==> src/rtl/uart_encoder_if.sv <==
// UART response encoder handshake bundle.
// Upstream word strobe plus byte stream toward the UART transmitter.
interface uart_encoder_if;
  logic        i_stb;
  logic [33:0] i_word;
  logic        o_busy;
  logic        o_tx_stb;
  logic [7:0]  o_tx_data;
  logic        i_tx_busy;

  modport master (
    output i_stb,
    output i_word,
    output i_tx_busy,
    input  o_busy,
    input  o_tx_stb,
    input  o_tx_data
  );

  modport slave (
    input  i_stb,
    input  i_word,
    input  i_tx_busy,
    output o_busy,
    output o_tx_stb,
    output o_tx_data
  );
endinterface

==> src/rtl/uart_encoder.sv <==
// UART response encoder: {cmd,data} word -> letter, hex digits, 'E', LF.
// Bytes are registered and held until the transmitter takes them.
module uart_encoder #(
  parameter bit SKIP_ZEROS = 1'b0,
  parameter bit EMIT_NL    = 1'b1
) (
  input logic           i_clk,
  input logic           i_reset,
  uart_encoder_if.slave bus
);

  typedef enum logic [2:0] {
    S_IDLE,
    S_CMD,
    S_HEX,
    S_END,
    S_NL
  } state_t;

  state_t      r_state;
  logic [31:0] r_data;
  logic [2:0]  r_idx;
  logic        r_tx_stb;
  logic [7:0]  r_tx_data;

  logic        w_xfer;
  logic [2:0]  w_msd;
  logic [2:0]  w_start;
  logic [2:0]  w_idx_dn;
  logic [3:0]  w_start_nib;
  logic [3:0]  w_dn_nib;

  function automatic logic [7:0] cmd_char(input logic [1:0] c);
    logic [7:0] ch;
    unique case (c)
      2'b00:   ch = 8'h52;
      2'b01:   ch = 8'h57;
      2'b10:   ch = 8'h41;
      default: ch = 8'h53;
    endcase
    return ch;
  endfunction

  function automatic logic [7:0] hex_char(input logic [3:0] n);
    if (n < 4'd10)
      return 8'h30 + {4'h0, n};
    else
      return 8'h57 + {4'h0, n};
  endfunction

  assign w_xfer      = r_tx_stb && !bus.i_tx_busy;
  assign w_idx_dn    = r_idx - 3'd1;
  assign w_start     = SKIP_ZEROS ? w_msd : 3'd7;
  assign w_start_nib = r_data[{w_start, 2'b00} +: 4];
  assign w_dn_nib    = r_data[{w_idx_dn, 2'b00} +: 4];

  // Highest non-zero nibble of the latched data, 0 when data is zero.
  always_comb begin
    w_msd = 3'd0;
    for (int k = 0; k < 8; k++) begin
      if (r_data[4*k +: 4] != 4'h0)
        w_msd = 3'(k);
    end
  end

  // Frame sequencer; each byte is loaded one cycle ahead of its slot.
  always_ff @(posedge i_clk) begin
    if (i_reset) begin
      r_state   <= S_IDLE;
      r_data    <= '0;
      r_idx     <= '0;
      r_tx_stb  <= 1'b0;
      r_tx_data <= 8'h00;
    end else begin
      unique case (r_state)
        S_IDLE: begin
          if (bus.i_stb) begin
            r_state   <= S_CMD;
            r_data    <= bus.i_word[31:0];
            r_tx_stb  <= 1'b1;
            r_tx_data <= cmd_char(bus.i_word[33:32]);
          end
        end
        S_CMD: begin
          if (w_xfer) begin
            r_state   <= S_HEX;
            r_idx     <= w_start;
            r_tx_data <= hex_char(w_start_nib);
          end
        end
        S_HEX: begin
          if (w_xfer) begin
            if (r_idx == 3'd0) begin
              r_state   <= S_END;
              r_tx_data <= 8'h45;
            end else begin
              r_idx     <= w_idx_dn;
              r_tx_data <= hex_char(w_dn_nib);
            end
          end
        end
        S_END: begin
          if (w_xfer) begin
            if (EMIT_NL) begin
              r_state   <= S_NL;
              r_tx_data <= 8'h0A;
            end else begin
              r_state   <= S_IDLE;
              r_tx_stb  <= 1'b0;
              r_tx_data <= 8'h00;
            end
          end
        end
        S_NL: begin
          if (w_xfer) begin
            r_state   <= S_IDLE;
            r_tx_stb  <= 1'b0;
            r_tx_data <= 8'h00;
          end
        end
        default: begin
          r_state  <= S_IDLE;
          r_tx_stb <= 1'b0;
        end
      endcase
    end
  end

  assign bus.o_busy    = (r_state != S_IDLE);
  assign bus.o_tx_stb  = r_tx_stb;
  assign bus.o_tx_data = r_tx_data;

endmodule

==> src/flat_wrapper.sv <==
// flat-port wrapper written by rule: the top's interface ports become plain ports
module uart_encoder_flat 
#(
  parameter bit SKIP_ZEROS = 1'b0,
  parameter bit EMIT_NL    = 1'b1
)
  (i_clk, i_reset, bus_i_stb, bus_i_word, bus_i_tx_busy, bus_o_busy, bus_o_tx_stb, bus_o_tx_data);
  uart_encoder_if bus_i ();
  input logic i_clk;
  input logic i_reset;
  input wire logic [$bits(bus_i.i_stb)-1:0] bus_i_stb;
  input wire logic [$bits(bus_i.i_word)-1:0] bus_i_word;
  input wire logic [$bits(bus_i.i_tx_busy)-1:0] bus_i_tx_busy;
  output wire logic [$bits(bus_i.o_busy)-1:0] bus_o_busy;
  output wire logic [$bits(bus_i.o_tx_stb)-1:0] bus_o_tx_stb;
  output wire logic [$bits(bus_i.o_tx_data)-1:0] bus_o_tx_data;
  assign bus_i.i_stb = bus_i_stb;
  assign bus_i.i_word = bus_i_word;
  assign bus_i.i_tx_busy = bus_i_tx_busy;
  assign bus_o_busy = bus_i.o_busy;
  assign bus_o_tx_stb = bus_i.o_tx_stb;
  assign bus_o_tx_data = bus_i.o_tx_data;
  uart_encoder #(.SKIP_ZEROS(SKIP_ZEROS), .EMIT_NL(EMIT_NL)) u_core (.i_clk(i_clk), .i_reset(i_reset), .bus(bus_i));
endmodule
==> config.mk <==
export PLATFORM = sky130hd
export DESIGN_NAME = uart_encoder_flat
export DESIGN_NICKNAME = d
export VERILOG_FILES = /design/src/rtl/uart_encoder_if.sv /design/src/rtl/uart_encoder.sv /design/src/flat_wrapper.sv
export SDC_FILE = /design/constraint.sdc
export NUM_CORES = 1
export LEC_CHECK = 0
export BUFFER_PORTS_ARGS = -buffer_cell sky130_fd_sc_hd__buf_2
export CAP_MARGIN = 20
export CORE_MARGIN = 3
export CORE_UTILIZATION = 25
export CTS_CLUSTER_DIAMETER = 200
export DETAILED_ROUTE_END_ITERATION = 8
export SETUP_SLACK_MARGIN = 0.2
export SLEW_MARGIN = 20
export SYNTH_ARGS = -nofsm -noshare
export SYNTH_HDL_FRONTEND = slang
export SYNTH_SLANG_ARGS = --single-unit
==> constraint.sdc <==
create_clock -name i_clk -period 5 [get_ports i_clk]
set_input_delay 1 -clock i_clk [delete_from_list [all_inputs] [get_ports i_clk]]
set_output_delay 1 -clock i_clk [all_outputs]
set_load 0.005 [all_outputs]
==> metrics, run 1 <==
status=complete, no violations; synthesized area per cell=8.25 um2; cells on worst reg2reg path=8; Leak Pwr=1.00 nW; crit path DAT=3.07 ns; RePlAce Congestion=0.837; Hold/Removal Path Class=flop to flop; Yosys reg bits=46; via/cell ratio=4.82; Routed Antenna Nets=0; Fin. Hold Viols=0; DRC viols=0; Avg WL per Cell=13.7 um; critical path endpoint category=flop; crit start category=flop; Overflow after GRT=0; synth unique cells=47; commonest non-fill, non-tap cells in the layout=nand2_1, buf_2, dfxtp_1; CTS Hold Buffers Added=0; Net Count, Synth=323; Die ar.=10500 um2; final core utilization=30.7%; Max clock buf depth=2; number of synthesized flops with an enable pin=0; clk sinks=46; core box area=8850 um2; Worst-Skew Late Latency=0.30 ns; Rows=34; # IOs=48; peak supply drop=98.5 uV; initial core utilization=26.2%; DP Area=2600 um2; Setup Fix Bufs, Post-CTS=0; Cells after Synth=281; Die H=102 um; ys async rst share=0%; vias=2044; Port Buf Inserts=46; Seq. cell area=921 um2; post-route insts no fill=424; period utilization=56.9%; Inserted Clock Buffers=5; main flop type after synthesis=dfxtp_1; DP Worst Slack=2.19 ns; worst slew pin tran=0.818 ns; CP required=5.22 ns; htree depth=2; CTS tree=built; first-pass GRT wire length=9540 um; share of layout cells above drive strength 1=20.6%; total track usage=11.7%; Die Width=102 um; Total Wirelength=5820 um; # fillers=949; unrepaired setup endpoints after global routing=no; clock transition at the registers of the reported paths=0.09 ns; Final HPWL DP=4300 um; post-layout min period=2.85 ns; Power Density=300 nW/um2; Final Max Slew Viols=0; nets=357; Multi-input gate area=1280 um2; max-cap violations=0; initial antenna violation count=0; f_max=351 MHz; Area Growth Syn to Fin=17.1%; cell total after placement=416; first-iteration detailed-routing DRC count=92; total power=0.815 mW; worst hold slack=0.458 ns; CTS Root Cell=clkbuf_8; clock skew after layout=0.00508 ns; vias in the first global route=1962; antenna cells=0; Worst slew margin=45.5%; Post-Syn Area=2320 um2; most common cell after layout, fill and taps aside=nand2_1; Syn. warnings=0; kind of critical path=flop to flop; Worst Slack Setup Final=2.15 ns; Max Fanout on Critical Path=13; setup violators final=0; hold-critical path depth=2; largest net degree at the start of global routing=46; CTS resizes=0; setup TNS=0 ns; Initial DRT Pass Iterations=4; sequential-to-total area share from yosys stat=39.7%; post-layout instance area=2710 um2
==> sequential cells by signal, indices dropped and copies added, names as in the netlist <==
| signal | count |
|---|---|
| u_core.r_idx | 3 |
| u_core.r_data | 32 |
| u_core.bus.o_tx_data | 7 |
| u_core.r_state | 3 |
| u_core.bus.o_tx_stb | 1 |
==> where the power goes <==
part / internal (mW) / switching [mW] / total (mW)
combinational: 0.0585 / 0.0722 / 0.131
clock: 0.149 / 0.127 / 0.276
sequential: 0.389 / 0.0196 / 0.409
total: 0.597 / 0.218 / 0.815
==> cells by family (layout without fill, tap and decap cells) <==
kind of cell               after synthesis  in the layout  share of synthesized area [%]
muxes                                   16             16                           10.3
adders and majority gates                4              4                           2.16
AOI/OAI and AO/OA                       74             74                           18.9
xor gates and xnor gates                 5              5                           2.21
DFF                                     46             46                           39.7
and+or+nand+nor                        107            107                           20.9
buffers and inverters                   28             63                           5.61
other                                    1              1                          0.162
==> metal layers <==
metal / track usage, % / up-vias / share of wire (%) / routed length [um]
met2: 18.9 / 43 / 48 / 2780
met1: 15.1 / 943 / 47 / 2730
li1: - / 1047 / - / -
met5: 0 / - / 0 / 0
met4: 5.15 / 0 / 2.0 / 114
met3: 2.18 / 11 / 3.4 / 196
==> cells in the mapped netlist (all sizes together), types with 3 or more instances <==
cell    number  area [um2]
nand2       71         267
dfxtp       46         921
a21oi       42         210
clkbuf      17        63.8
mux2i       10         104
o21ai        9        45.0
nor2         8        30.0
inv          7        26.3
mux4         6         135
nand3        6        30.0
nor2b        5        31.3
a31oi        4        25.0
buf          4        40.0
ha           4        50.1
nand2b       4        25.0
a311oi       3        26.3
o21a         3        22.5
xor2         3        33.8
==> path summary, 6_finish.rpt <==
kind | start | end | slack [ns]
worst min-delay path | u_core.r_data[14] | u_core.r_data[14] | 0.46
worst max-delay path | u_core.r_idx[0] | u_core.bus.o_tx_data[2] | 2.15
worst min register to register | u_core.r_data[14] | u_core.r_data[14] | 0.46
worst max register to register | u_core.r_idx[0] | u_core.bus.o_tx_data[2] | 2.15
==> critical path, stage by stage, from the launching register on <==
cell,delay [ns]
dfxtp_1,0.52
inv_1,0.18
ha_1,0.69
mux4_2,0.33
mux2i_2,0.12
ha_1,0.24
nor2b_1,0.14
or4_1,0.39
a31oi_1,0.16
==> cell type report <==
class                      instances  area share, %
tap                              108           4.98
clock buffer                       6           2.67
multi-input combinational        207           47.0
timing repair buffer              48           9.04
clock inverter                     2           1.38
sequential                        46           33.9
inverter                           7          0.968
Power figures use the tool's default switching activity.
==> inputs of run 2 (changes only) <==
--- a/config.mk
+++ b/config.mk
@@ -5,6 +5,7 @@
 export SDC_FILE = /design/constraint.sdc
 export NUM_CORES = 1
 export LEC_CHECK = 0
+export ABC_AREA = 1
 export BUFFER_PORTS_ARGS = -buffer_cell sky130_fd_sc_hd__buf_2
 export CAP_MARGIN = 20
 export CORE_MARGIN = 3
==> constraint.sdc (replaced) <==
create_clock -name i_clk -period 2.5 [get_ports i_clk]
set_input_delay 0.5 -clock i_clk [delete_from_list [all_inputs] [get_ports i_clk]]
set_output_delay 0.5 -clock i_clk [all_outputs]
set_load 0.005 [all_outputs]
==> run 2 against run 1 <==
Against the previous run:
- clock skew up 0.0048 ns
- worst hold slack better by 0.00091 ns
- synthesized cell count up 25%
- critical endpoint unchanged
- total power rose to 3.6 times the previous value
- largest cell class unchanged
- highest routed layer unchanged
- sequential cell count unchanged
- routed wire length up 3.5%
- sequential share of layout area down 2.6 points
- non-clock buffer count up 4
- via count up 11%
- die area up 4.7%
- clock power up 67%
==> metrics, run 2 <==
sequential share of power=36.0% (-14 points); critical path endpoint category=flop; most common cell after layout, fill and taps aside=nand2_1; DP Worst Slack=0.378 ns (-1.81 ns); kind of critical path=flop to flop; Worst Slack Setup Final=0.488 ns (-1.66 ns); clock skew after layout=0.00986 ns (+0.00478 ns); vias=2267 (+11%); Total Wirelength=6020 um (+3.5%); unrepaired setup endpoints after global routing=no; Leak Pwr=1.32 nW (+31%); Max Fanout on Critical Path=6 (-7); initial antenna violation count=0 (unchanged); clock transition at the registers of the reported paths=0.09 ns (about the same); crit path DAT=2.25 ns (-0.82 ns); Worst slew margin=50.3% (+4.8 points); cell total after placement=516 (+24%); Fin. Hold Viols=0 (unchanged); CTS tree=built; Net Sw Frac=43.2% (+16 points); period utilization=80.5% (+24 points); nets=436 (+22%); Max clock buf depth=2 (unchanged); largest net degree at the start of global routing=46 (unchanged); setup TNS=0 ns (unchanged); Inserted Clock Buffers=5 (unchanged); Avg WL per Cell=11.5 um (-16%); Initial DRT Pass Iterations=4 (unchanged); worst hold slack=0.459 ns (+0.000911 ns); clock share of power=15.9% (-18 points); vias in the first global route=2247 (+15%); Hold/Removal Path Class=flop to flop; final core utilization=31.4% (+0.72 points); share of the synthesized area in the top cell type=37.8% (-1.9 points); most flop-heavy register=u_core.r_data; CTS Root Cell=clkbuf_8; count leader, synth=nand2_1; main flop type after synthesis=dfxtp_1; total power=2.91 mW (+260%); CTS Hold Buffers Added=0 (unchanged); ys async rst share=0% (unchanged); total track usage=11.4% (-0.29 points); synth unique cells=35 (-26%); clk sinks=46 (unchanged); Yosys reg bits=46 (unchanged); Die Width=105 um (+2.3%); Port Buf Inserts=46 (unchanged); max reg flops=32 (unchanged); Switch Pwr=1.26 mW (+480%); peak supply drop=272 uV (+180%); core box area=9370 um2 (+5.9%); commonest non-fill, non-tap cells in the layout=nand2_1, inv_1, buf_2, dfxtp_1, a21oi_1; DP Area=2810 um2 (+8.1%); antenna cells=0 (unchanged); Final Max Slew Viols=0 (unchanged); first-iteration detailed-routing DRC count=85 (-7.6%); post-layout min period=2.01 ns (-0.835 ns); htree depth=2 (unchanged); CP required=2.74 ns (-2.48 ns); DRC viols=0 (unchanged); initial core utilization=26.0% (-0.22 points); Rows=35 (+2.9%); Cells after Synth=351 (+25%); Syn. warnings=0 (unchanged); Synth area leader=dfxtp_1; Worst-Skew Late Latency=0.30 ns (about the same); Logic pwr share=48.1% (+32 points); Power Density=990 nW/um2 (+230%); post-layout instance area=2940 um2 (+8.4%); Area Growth Syn to Fin=20.8%; Routed Antenna Nets=0 (unchanged); RePlAce Congestion=0.894 (+6.7%); # IOs=48 (unchanged); f_max=497 MHz (+42%); Post-Syn Area=2430 um2 (+5.0%); via/cell ratio=4.33 (-10%); share of layout cells above drive strength 1=21.8% (+1.2 points); Die ar.=11000 um2 (+4.7%); Final HPWL DP=4740 um (+10%); number of synthesized flops with an enable pin=0 (unchanged); first-pass GRT wire length=10300 um (+7.5%); post-route insts no fill=524 (+24%); status=complete, no violations; Net Count, Synth=393 (+22%); max-cap violations=0 (unchanged); Int Pwr=1.65 mW (+180%); top post-synthesis cells by count=nand2_1, inv_1, dfxtp_1, a21oi_1, o21ai_0; sequential-to-total area share from yosys stat=37.8% (-1.9 points); crit start category=flop; setup violators final=0 (unchanged); Synth area leaders=dfxtp_1, nand2_1, a21oi_1; synthesized area per cell=6.94 um2 (-16%); worst slew pin tran=0.744 ns (-0.0735 ns); Overflow after GRT=0 (unchanged); Die H=105 um (+2.3%)
==> run 2: changes by cell type after synthesis, moves of 5 or more <==
cell	before	now
inv_1	7	49
o21ai_0	6	36
nand3_1	6	28
mux2i_1	9	0
clkbuf_1	17	9
mux4_2	6	0
nor2b_1	5	0
==> run 2: final cells by class <==
cell class / count / area (um2)
multi-input combinational: 234 / 1270
fill: 1045 / 6430
inverter: 55 / 209
timing repair buffer: 52 / 288
clock buffer: 5 / 68.8
sequential: 46 / 921
tap: 129 / 161
clock inverter: 3 / 21.3
==> run 2: power groups by stage <==
stage	sequential (mW)	clock [mW]	combinational, mW
after detailed placement	1.07	0	1.40
after global routing	1.07	0.502	1.61
after CTS	1.05	0.481	1.40
after global placement	1.06	0	1.38
after floorplan	1.05	0	1.06
final	1.05	0.462	1.40
==> run 2: timing repair <==
| action | CTS | global route |
|---|---|---|
| buffers inserted | 0 | 0 |
| resized for setup | 0 | 5 |
| setup endpoints to repair | 0 | 3 |
==> run 2: kinds of logic after synthesis <==
| group | after synthesis | share of synthesized area (%) |
|---|---|---|
| AOI/OAI and AO/OA | 102 | 23.4 |
| xor gates and xnor gates | 2 | 1.34 |
| adders and majority gates | 4 | 2.06 |
| buffers and inverters | 71 | 11.7 |
| DFF | 46 | 37.8 |
| other | 1 | 0.154 |
| and+or+nand+nor | 125 | 23.6 |
==> run 2: path summary, 6_finish.rpt <==
path | start | end | slack [ns] | cells after the start
worst max-delay path | u_core.r_idx[1] | u_core.bus.o_tx_data[2] | 0.49 | 14
worst max register to register | u_core.r_idx[1] | u_core.bus.o_tx_data[2] | 0.49 | 14
worst min register to register | u_core.r_data[20] | u_core.r_data[20] | 0.46 | 2
worst min-delay path | u_core.r_data[20] | u_core.r_data[20] | 0.46 | 2
==> run 2: worst max-delay path: stages (launching register included) <==
cell     delay, ns
dfxtp_1       0.31
inv_1         0.12
ha_2          0.30
xor2_4        0.24
nand3_1       0.10
nand2_1       0.12
ha_1          0.19
inv_1         0.04
nor2_1        0.12
nand3_1       0.08
nand2_1       0.07
nand2_1       0.04
nand2_1       0.05
nand2_1       0.05
a21oi_1       0.11
==> run 2: layer usage <==
metal	share of wire (%)	wire length, um	up-vias	track usage (%)
li1	-	-	1221	-
met1	50	3000	1009	15.1
met2	46	2790	31	18.8
met3	2.5	149	6	1.98
met4	1.4	86	0	3.66
met5	0	0	-	0
==> inputs of run 3 (changes only) <==
==> constraint.sdc (replaced) <==
create_clock -name i_clk -period 1.7 [get_ports i_clk]
set_input_delay 0.34 -clock i_clk [delete_from_list [all_inputs] [get_ports i_clk]]
set_output_delay 0.34 -clock i_clk [all_outputs]
set_load 0.005 [all_outputs]
==> run 3 against run 2 <==
Against the previous run:
- the run now ends with negative setup slack left
- clock-buffer cell count grew 1
- clock skew is essentially flat
- sequential share of layout area shrank 2.6 points
- maximum frequency grew 7.9%
- critical path depth grew 1
- register-to-register slack lost 0.65 ns
- clock power grew 49%
- die area is the same
- routed wire length grew 4.0%
- sequential power grew 49%
- worst setup slack lost 0.65 ns
- critical path type unchanged
- highest routed layer unchanged
==> metrics, run 3 (same netlist as run 2, synthesis figures left out) <==
total power=4.74 mW (+63%); hold-critical path depth=3 (+1); Worst-Skew Late Latency=0.30 ns (about the same); Final HPWL DP=4810 um (+1.4%); r2r startpoint=u_core.r_idx[1]; violated checks=negative setup slack; most flop-heavy register=u_core.r_data; kind of critical path=flop to flop; # IOs=48 (unchanged); post-route insts no fill=536 (+2.3%); clk sinks=46 (unchanged); largest net degree at the start of global routing=66 (+43%); crit-path most repeated cell=nand2_1; critical path endpoint category=flop; Power Density=1460 nW/um2 (+48%); Final Max Slew Viols=0 (unchanged); Worst Slack Setup Final=-0.165 ns (-0.653 ns); Port Buf Inserts=46 (unchanged); DP Worst Slack=-0.229 ns (-0.607 ns); Area Growth Syn to Fin=32.9%; clock transition at the registers of the reported paths=0.09 ns (about the same); crit start category=flop; Fin. Hold Viols=0 (unchanged); vias in the first global route=2200 (-2.1%); max-cap violations=0 (unchanged); cell total after placement=523 (+1.4%); setup violators final=4 (+4); Die ar.=11000 um2 (unchanged); post-layout min period=1.86 ns (-0.147 ns); commonest non-fill, non-tap cells in the layout=nand2_1, buf_2, inv_1; unrepaired setup endpoints after global routing=yes; via/cell ratio=4.39 (+1.5%); Die H=105 um (unchanged); initial core utilization=26.0% (unchanged); CP max stage cell=dfxtp_2; CTS Hold Buffers Added=0 (unchanged); Overflow after GRT=0 (unchanged); CP required=1.94 ns (-0.80 ns); Max clock buf depth=2 (unchanged); Initial DRT Pass Iterations=4 (unchanged); most common cell after layout, fill and taps aside=nand2_1; antenna cells=0 (unchanged); Leak Pwr=1.42 nW (+7.7%); first-iteration detailed-routing DRC count=154 (+81%); hold endpoint=u_core.r_data[15]; Avg WL per Cell=11.7 um (+1.7%); first-pass GRT wire length=10100 um (-1.7%); vias=2353 (+3.8%); crit path DAT=2.10 ns (-0.15 ns); CTS tree=built; Inserted Clock Buffers=5 (unchanged); Routed Antenna Nets=0 (unchanged); status=complete, but fails checks; terminus of the critical flop-to-flop path=u_core.bus.o_tx_data[2]; initial antenna violation count=0 (unchanged); peak supply drop=336 uV (+23%); largest stage delay on the critical path=0.35 ns (+0.04 ns); f_max=536 MHz (+7.9%); clock skew after layout=0.00975 ns (-0.000115 ns); crit-path cells=inv_4, ha_4, buf_6, o211ai_1, nand3_1, nand2_2, ha_4, inv_2, nor2_4, nand3_1, nand2_1, nand2_1, nand2_1, nand2_2, a21oi_2; setup slack, reg-to-reg=-0.16 ns (-0.65 ns); worst hold slack=0.319 ns (-0.140 ns); nets=448 (+2.8%); Max Fanout on Critical Path=6 (unchanged); share of layout cells above drive strength 1=33.7% (+12 points); total track usage=11.1% (-0.24 points); period utilization=110% (+29 points); CTS Root Cell=clkbuf_8; core box area=9370 um2 (unchanged); htree depth=2 (unchanged); Rows=35 (unchanged); cells on worst reg2reg path=15 (+1); DRC viols=0 (unchanged); min-delay src=bus_i_word[15]; max reg flops=32 (unchanged); final core utilization=34.5% (+3.1 points); RePlAce Congestion=0.872 (-2.4%); Die Width=105 um (unchanged); Total Wirelength=6260 um (+4.0%); Hold/Removal Path Class=input pin to flop
## run 3: changes by cell type in the layout (fill, tap and decap cells not counted), sizes merged
cell / before / now
buf: 52 / 64
clkbuf: 5 / 6
clkinv: 3 / 1
inv: 54 / 55
## run 3: worst max-delay path, delay by kind of cell, from the launching register on
| kind | cells | cell delay (ns) |
|---|---|---|
| flops | 1 | 0.35 |
| compound gates | 2 | 0.19 |
| simple gates | 8 | 0.63 |
| fa+ha+maj | 2 | 0.41 |
| buf+inv | 3 | 0.22 |
## run 3: final cells by class
| cell class | instances | area (um2) |
|---|---|---|
| tap | 129 | 161 |
| clock inverter | 2 | 12.5 |
| sequential | 46 | 930 |
| fill | 1027 | 6140 |
| inverter | 55 | 216 |
| multi-input combinational | 234 | 1420 |
| clock buffer | 6 | 82.6 |
| timing repair buffer | 64 | 414 |
## run 3: power breakdown
part	internal (mW)	switching, mW
registers	1.41	0.154
clock network	0.327	0.361
logic	0.973	1.51
## run 3: worst max path at each step
stage          depth (start not counted)             from  slack [ns]                 endpoint
2_1_floorplan                         14  u_core.r_idx[0]       -0.18  u_core.bus.o_tx_data[1]
3_3_place_gp                          15  u_core.r_idx[1]       -0.14  u_core.bus.o_tx_data[2]
3_5_place_dp                          15  u_core.r_idx[1]       -0.23  u_core.bus.o_tx_data[2]
4_1_cts                               15  u_core.r_idx[0]       -0.17  u_core.bus.o_tx_data[2]
5_1_grt                               15  u_core.r_idx[1]       -0.27  u_core.bus.o_tx_data[2]
6_report                              15  u_core.r_idx[1]       -0.16  u_core.bus.o_tx_data[2]
## run 3: routing by layer
layer / vias to the layer above / wire length [um] / global-route usage (%)
li1: 1247 / - / -
met1: 1054 / 2930 / 14.4
met2: 45 / 3010 / 18.8
met3: 7 / 240 / 2.35
met4: 0 / 91 / 3.09
met5: - / 0 / 0
## run 3: stage by stage
stage	setup TNS [ns]	area, um2
6_report	-0.564	3240
5_1_grt	-1.06	3240
4_1_cts	-0.538	3100
3_5_place_dp	-0.784	2970
2_1_floorplan	-0.537	2530
3_3_place_gp	-0.460	2970
## run 3: what timing repair did
| item | CTS | global route |
|---|---|---|
| setup endpoints to repair | 12 | 14 |
| buffers inserted | 2 | 3 |
| gates resized for setup | 8 | 37 |
| pin swaps | 6 | 14 |
